File: src/rtl/clk_pkg.sv
// Shared constants, time-of-day record and display helper for the real-time clock.
// No ports: package imported by digital_clk_cfg.
package clk_pkg;

    localparam int unsigned SEC_MAX  = 59;
    localparam int unsigned MIN_MAX  = 59;
    localparam int unsigned HOUR_MAX = 23;
    localparam int unsigned SEC_W    = 6;
    localparam int unsigned MIN_W    = 6;
    localparam int unsigned HOUR_W   = 5;

    typedef struct packed {
        logic [HOUR_W-1:0] hour;
        logic [MIN_W-1:0]  min;
        logic [SEC_W-1:0]  sec;
    } clk_time_t;

    // 24-h internal hour to 12-h display hour: 0 -> 12, 13..23 -> 1..11.
    function automatic logic [HOUR_W-1:0] hour_12h(input logic [HOUR_W-1:0] h);
        if (h == '0) begin
            return HOUR_W'(12);
        end else if (h > HOUR_W'(12)) begin
            return h - HOUR_W'(12);
        end else begin
            return h;
        end
    endfunction

endpackage

File: src/rtl/tick_prescaler.sv
// One-second prescaler: counts 0..TICK_DIV-1 and flags the last count.
// Ports:
//   clk_i   - clock
//   reset_i - asynchronous active-high reset, clears the count
//   clear   - synchronous clear; also suppresses tick in the same cycle
//   tick    - high while the count sits at TICK_DIV-1 (and not cleared/reset)
module tick_prescaler #(
    parameter int unsigned TICK_DIV = 1
) (
    input  logic clk_i,
    input  logic reset_i,
    input  logic clear,
    output logic tick
);

    localparam int unsigned CntW   = (TICK_DIV > 1) ? $clog2(TICK_DIV) : 1;
    localparam logic [CntW-1:0] CntMax = CntW'(TICK_DIV - 1);

    logic [CntW-1:0] cnt_q, cnt_d;
    logic            wrap;

    always_comb begin
        wrap  = (cnt_q == CntMax);
        cnt_d = (clear || wrap) ? '0 : cnt_q + 1'b1;
        // Reset gating keeps tick low during reset even when TICK_DIV=1.
        tick  = wrap && !clear && !reset_i;
    end

    always_ff @(posedge clk_i or posedge reset_i) begin
        if (reset_i) begin
            cnt_q <= '0;
        end else begin
            cnt_q <= cnt_d;
        end
    end

endmodule

File: src/rtl/digital_clk_cfg.sv
// Settable 24-h real-time clock with 12/24-h display, load range checking and alarm.
// Ports:
//   clk_i, reset_i                  - clock, asynchronous active-high reset
//   Timeset, Hourset/Minset/Secset  - time load request and fields (24-h)
//   mode24_i                        - 1: 24-h display, 0: 12-h display
//   alarm_en_i, alarm_hour_i/min_i  - alarm enable and alarm time
//   sec_o, min_o, hour_o, pm_o      - displayed time and PM flag
//   tick_o                          - one-cycle pulse per second advance
//   alarm_o                         - one-cycle pulse after reaching alarm time
//   set_err_o                       - high in each cycle a load is rejected
module digital_clk_cfg
    import clk_pkg::*;
#(
    parameter int unsigned TICK_DIV   = 1,
    parameter int unsigned ALARM_EN_P = 1
) (
    input  logic              clk_i,
    input  logic              reset_i,
    input  logic              Timeset,
    input  logic [HOUR_W-1:0] Hourset,
    input  logic [MIN_W-1:0]  Minset,
    input  logic [SEC_W-1:0]  Secset,
    input  logic              mode24_i,
    input  logic              alarm_en_i,
    input  logic [HOUR_W-1:0] alarm_hour_i,
    input  logic [MIN_W-1:0]  alarm_min_i,
    output logic [SEC_W-1:0]  sec_o,
    output logic [MIN_W-1:0]  min_o,
    output logic [HOUR_W-1:0] hour_o,
    output logic              pm_o,
    output logic              tick_o,
    output logic              alarm_o,
    output logic              set_err_o
);

    clk_time_t time_q, time_d;
    logic      alarm_q, alarm_d;
    logic      tick;
    logic      load_valid;

    tick_prescaler #(
        .TICK_DIV (TICK_DIV)
    ) u_tick_prescaler (
        .clk_i   (clk_i),
        .reset_i (reset_i),
        .clear   (Timeset),
        .tick    (tick)
    );

    always_comb begin
        load_valid = (Hourset <= HOUR_W'(HOUR_MAX)) && (Minset <= MIN_W'(MIN_MAX)) &&
                     (Secset <= SEC_W'(SEC_MAX));
        time_d     = time_q;
        alarm_d    = 1'b0;
        if (Timeset) begin
            // Load wins over any coincident tick; a bad field rejects the whole load.
            if (load_valid) begin
                time_d = '{hour: Hourset, min: Minset, sec: Secset};
            end
        end else if (tick) begin
            if (time_q.sec == SEC_W'(SEC_MAX)) begin
                time_d.sec = '0;
                if (time_q.min == MIN_W'(MIN_MAX)) begin
                    time_d.min  = '0;
                    time_d.hour = (time_q.hour == HOUR_W'(HOUR_MAX)) ? '0
                                                                     : time_q.hour + 1'b1;
                end else begin
                    time_d.min = time_q.min + 1'b1;
                end
            end else begin
                time_d.sec = time_q.sec + 1'b1;
            end
            if (ALARM_EN_P != 0 && alarm_en_i && time_d.hour == alarm_hour_i &&
                time_d.min == alarm_min_i && time_d.sec == '0) begin
                alarm_d = 1'b1;
            end
        end
    end

    always_ff @(posedge clk_i or posedge reset_i) begin
        if (reset_i) begin
            time_q  <= '0;
            alarm_q <= 1'b0;
        end else begin
            time_q  <= time_d;
            alarm_q <= alarm_d;
        end
    end

    always_comb begin
        sec_o     = time_q.sec;
        min_o     = time_q.min;
        hour_o    = mode24_i ? time_q.hour : hour_12h(time_q.hour);
        pm_o      = (time_q.hour >= HOUR_W'(12));
        tick_o    = tick;
        alarm_o   = alarm_q;
        set_err_o = Timeset && !load_valid && !reset_i;
    end

endmodule

File: config.mk
export PLATFORM = sky130hd
export DESIGN_NAME = digital_clk_cfg
export DESIGN_NICKNAME = d
export VERILOG_FILES = /design/src/rtl/clk_pkg.sv /design/src/rtl/tick_prescaler.sv /design/src/rtl/digital_clk_cfg.sv
export SDC_FILE = /design/constraint.sdc
export NUM_CORES = 1
export LEC_CHECK = 0
export BUFFER_PORTS_ARGS = -buffer_cell sky130_fd_sc_hd__buf_4
export CELL_PAD_IN_SITES_DETAIL_PLACEMENT = 0
export CELL_PAD_IN_SITES_GLOBAL_PLACEMENT = 2
export CORE_MARGIN = 5
export CORE_UTILIZATION = 30
export CTS_CLUSTER_DIAMETER = 60
export DETAILED_ROUTE_END_ITERATION = 10
export PLACE_DENSITY_LB_ADDON = 0.3
export SKIP_CTS_REPAIR_TIMING = 1
export SLEW_MARGIN = 20
export SYNTH_ARGS = -nofsm -noshare
export SYNTH_HDL_FRONTEND = slang
export SYNTH_HIERARCHICAL = 1
export SYNTH_SLANG_ARGS = --single-unit
File: constraint.sdc
create_clock -name clk_i -period 2.4 [get_ports clk_i]
set_input_delay 0.48 -clock clk_i [delete_from_list [all_inputs] [get_ports clk_i]]
set_output_delay 0.48 -clock clk_i [all_outputs]
set_load 0.1 [all_outputs]
==> run summary <==
### Critical path
• **launch point of the worst reg-to-reg path** min_o[0]
• **crit path kind** reg2out
• **ordered list of cells on the worst path** inv_1 > ha_1 > nand2_1 > or3_1 > o211ai_1 > buf_6
• **critical path buffer and inverter count** 2
• **Critical Path Sink Type** primary output
• **Critical Path RT** 1.92 ns
• **largest incremental delay on the critical path** 0.46 ns
• **gate family responsible for the most delay along the worst path** flip-flops
• **Startpoint Class** flip-flop
• **crit path max fanout** 7
• **worst endpoint data arrival time** 1.83 ns
• **worst setup path start** time_q[14]
• **slowest library cell on the worst path** sky130_fd_sc_hd__dfrtp_2

### Timing
• **Period minus WS final** 2.31 ns
• **count of final hold-check violations** 0
• **achievable frequency** 433 MHz
• **setup skew after layout** 0.00325 ns
• **worst slew margin relative to its limit** 0.484
• **Total Negative Setup Slacks** 0 ns
• **Slew Limit Fails** 0
• **RSZ-0062 raised after global routing** no
• **worst-margin pin slew** 0.773 ns
• **# setup viols final** 0
• **fraction of the cycle the final worst path needs** 0.962

### Placed design
• **RePlAce Congestion** 0.852
• **buffers added on ports** 53
• **placed cell count** 385
• **HPWL after detailed placement** 5340 um

### Global routing
• **pin count of the biggest net entering global routing** 19
• **via count of the first global-routing pass** 2,119
• **GRT Resource Usage Total** 0.162
• **first-pass GRT wire length** 11,100 um
• **Overflow after GRT** 0
• **antenna violations before repair** 0

### Floorplan
• **Core Box Area** 0.00642 sq mm
• **vertical extent of the die** 91.8 um
• **initial core utilization** 0.312
• **die boundary width** 91.8 um
• **standard-cell rows** 29
• **die outline area** 0.00843 sq mm
• **boundary pin count** 54

### Yosys
• **mapped cell area** 0.00201 sq mm
• **Synth Flop Type** sky130_fd_sc_hd__dfrtp_1
• **number of enable-type register cells in the synthesized netlist** 0
• **number of warnings printed during yosys synthesis** 6
• **number of distinct standard cells referenced by the synthesized netlist** 68
• **portion of the post-synthesis area used by sequential elements** 0.237
• **ys async rst share** 1.00
• **most area-consuming cells after synthesis** sky130_fd_sc_hd__dfrtp_1 (24%), sky130_fd_sc_hd__nand2_1 (5.6%), sky130_fd_sc_hd__o21ai_0 (5.2%)
• **Mean Syn Cell Area** 7.69 sq um
• **Synthesized Nets** 302
• **Synth top cells by count** sky130_fd_sc_hd__nand2_1 (30), sky130_fd_sc_hd__o21ai_0 (21), sky130_fd_sc_hd__a21oi_1 (19), sky130_fd_sc_hd__dfrtp_1 (19), sky130_fd_sc_hd__nor2_1 (18)
• **area leader, netlist** sky130_fd_sc_hd__dfrtp_1
• **Mapped Cells** 261
• **most common cell in the netlist** sky130_fd_sc_hd__nand2_1
• **flip-flop and latch count after synthesis** 19
• **fraction of synthesized cell area taken by the top area cell type** 0.237

### Layout
• **net count of the finished layout** 359
• **P&R area growth vs syn** 31.1%
• **fraction of final layout cells sized beyond drive strength 1** 0.347
• **count of antenna diodes in the layout** 0
• **Finished Layout Cells** 394

### Clock tree
• **cell at the root of the clock tree** sky130_fd_sc_hd__clkbuf_8
• **post-CTS clock slew at the launch and capture registers of the worst setup and hold paths** 0.09 ns
• **Bufs on Longest Clock Path** 2
• **number of clock buffers inserted by TritonCTS** 3
• **later-pin clock latency in the skew report** 0.27 ns
• **Num Clock Sinks** 19
• **CTS tree** yes
• **count of H-tree levels built during CTS** 1

### Routing
• **wire per inst** 17.0 um
• **1st-iter DRT viols** 95
• **Via-to-Cell Ratio** 5.44
• **via total after detailed routing** 2,145
• **1st-pass router iterations** 4
• **DRC viols** 0
• **Routed Antenna Nets** 0
• **DRT Wirelength** 6720 um

### Pwr
• **IR Drop Worst-Case VDD** 0.395 mV
• **static leakage** 1.12 nW
• **P per Cell Area** 783 mW/mm^2

### Run status
• **run status** complete, no violations

### Hold path
• **worst hold path type** in2async

### Flow run
• **Max Cap Viol** 0

-- cell usage in the layout, fill, tap and decap left out, types with 2 or more instances in the layout --
cell type / n
sky130_fd_sc_hd__xor2_1: 2
sky130_fd_sc_hd__a21oi_1: 19
sky130_fd_sc_hd__ha_2: 2
sky130_fd_sc_hd__nand2b_1: 2
sky130_fd_sc_hd__ha_1: 5
sky130_fd_sc_hd__a211oi_1: 2
sky130_fd_sc_hd__inv_1: 9
sky130_fd_sc_hd__nor3_1: 12
sky130_fd_sc_hd__o21ai_1: 2
sky130_fd_sc_hd__nand4_1: 7
sky130_fd_sc_hd__nor2_2: 2
sky130_fd_sc_hd__mux2i_1: 6
sky130_fd_sc_hd__nand2_1: 30
sky130_fd_sc_hd__nor2b_1: 3
sky130_fd_sc_hd__and3_1: 4
sky130_fd_sc_hd__o41ai_1: 2
sky130_fd_sc_hd__and3_2: 3
sky130_fd_sc_hd__and2_1: 2
sky130_fd_sc_hd__nor2_1: 16
sky130_fd_sc_hd__nand3_1: 9
sky130_fd_sc_hd__o2111ai_1: 2
sky130_fd_sc_hd__xnor2_1: 7
sky130_fd_sc_hd__buf_4: 73
sky130_fd_sc_hd__dfrtp_2: 4
sky130_fd_sc_hd__inv_2: 3
sky130_fd_sc_hd__o21ai_0: 20
sky130_fd_sc_hd__a31oi_1: 2
sky130_fd_sc_hd__o31ai_1: 2
sky130_fd_sc_hd__clkbuf_8: 3
sky130_fd_sc_hd__dfrtp_1: 15
sky130_fd_sc_hd__o211ai_1: 2
sky130_fd_sc_hd__buf_6: 3
-- registers in the layout, indices dropped and copies added, names as in the netlist --
register / count
min_o: 6
sec_o: 6
time_q: 5
alarm_o: 1
u_tick_prescaler/cnt_q: 1
-- final cells by class --
cell class / instances / area (sq um)
well taps: 77 / 96.3
clock inverters: 1 / 7.51
multi-input cells: 206 / 1380
inverters: 12 / 45.0
fillers: 692 / 3790
repair buffers: 76 / 582
flip-flops and latches: 19 / 480
clock buffers: 3 / 41.3
-- final timing paths --
path / depth (start not counted) / end / slack (ns)
setup / recovery: 6 / hour_o[3] / 0.09
hold / removal: 2 / u_tick_prescaler/cnt_q / 0.07
setup reg to reg: 8 / alarm_o / 0.17
hold reg to reg: 2 / time_q[13] / 0.59
max in group asynchronous: 2 / time_q[13] / 1.48
min in group clk_i: 3 / alarm_o / 0.50
-- cells by family after synthesis --
| logic type | count (synthesis) | share of synthesized area |
|---|---|---|
| other | 1 | 0.00187 |
| buffers and inverters | 36 | 0.0960 |
| AND/OR/NAND/NOR | 104 | 0.284 |
| flip-flops | 19 | 0.237 |
| multiplexers | 7 | 0.0355 |
| adder cells (fa/ha/maj) | 9 | 0.0549 |
| XOR/XNOR | 9 | 0.0393 |
| AO/OA/AOI/OAI | 76 | 0.252 |
-- report_power, final --
group	internal [mW]	switching (mW)	total [mW]
clock network	0.118	0.134	0.251
registers	0.379	0.105	0.484
logic	0.409	0.917	1.33
total	0.906	1.16	2.06
-- stage by stage --
step           hold slack [ns]   util  worst slack (ns)  cell area, sq um  total power, mW
4_1_cts                 0.0670  0.399           -0.0578              2560             2.04
5_1_grt                 0.0577  0.410            0.0171              2630             2.19
3_3_place_gp             0.362  0.391             0.201              2510             1.79
2_1_floorplan            0.209      -            -0.492              2030             1.50
6_report                0.0676  0.410            0.0912              2630             2.06
3_5_place_dp             0.363  0.391             0.128              2510             1.79
-- metal layers --
metal	up-vias	routed length, um	GRT usage
li1	1063	-	-
met1	994	3020	0.216
met2	78	3110	0.262
met3	10	471	0.0393
met4	0	110	0.0408
met5	-	0	0
Power figures use the tool's default switching activity.
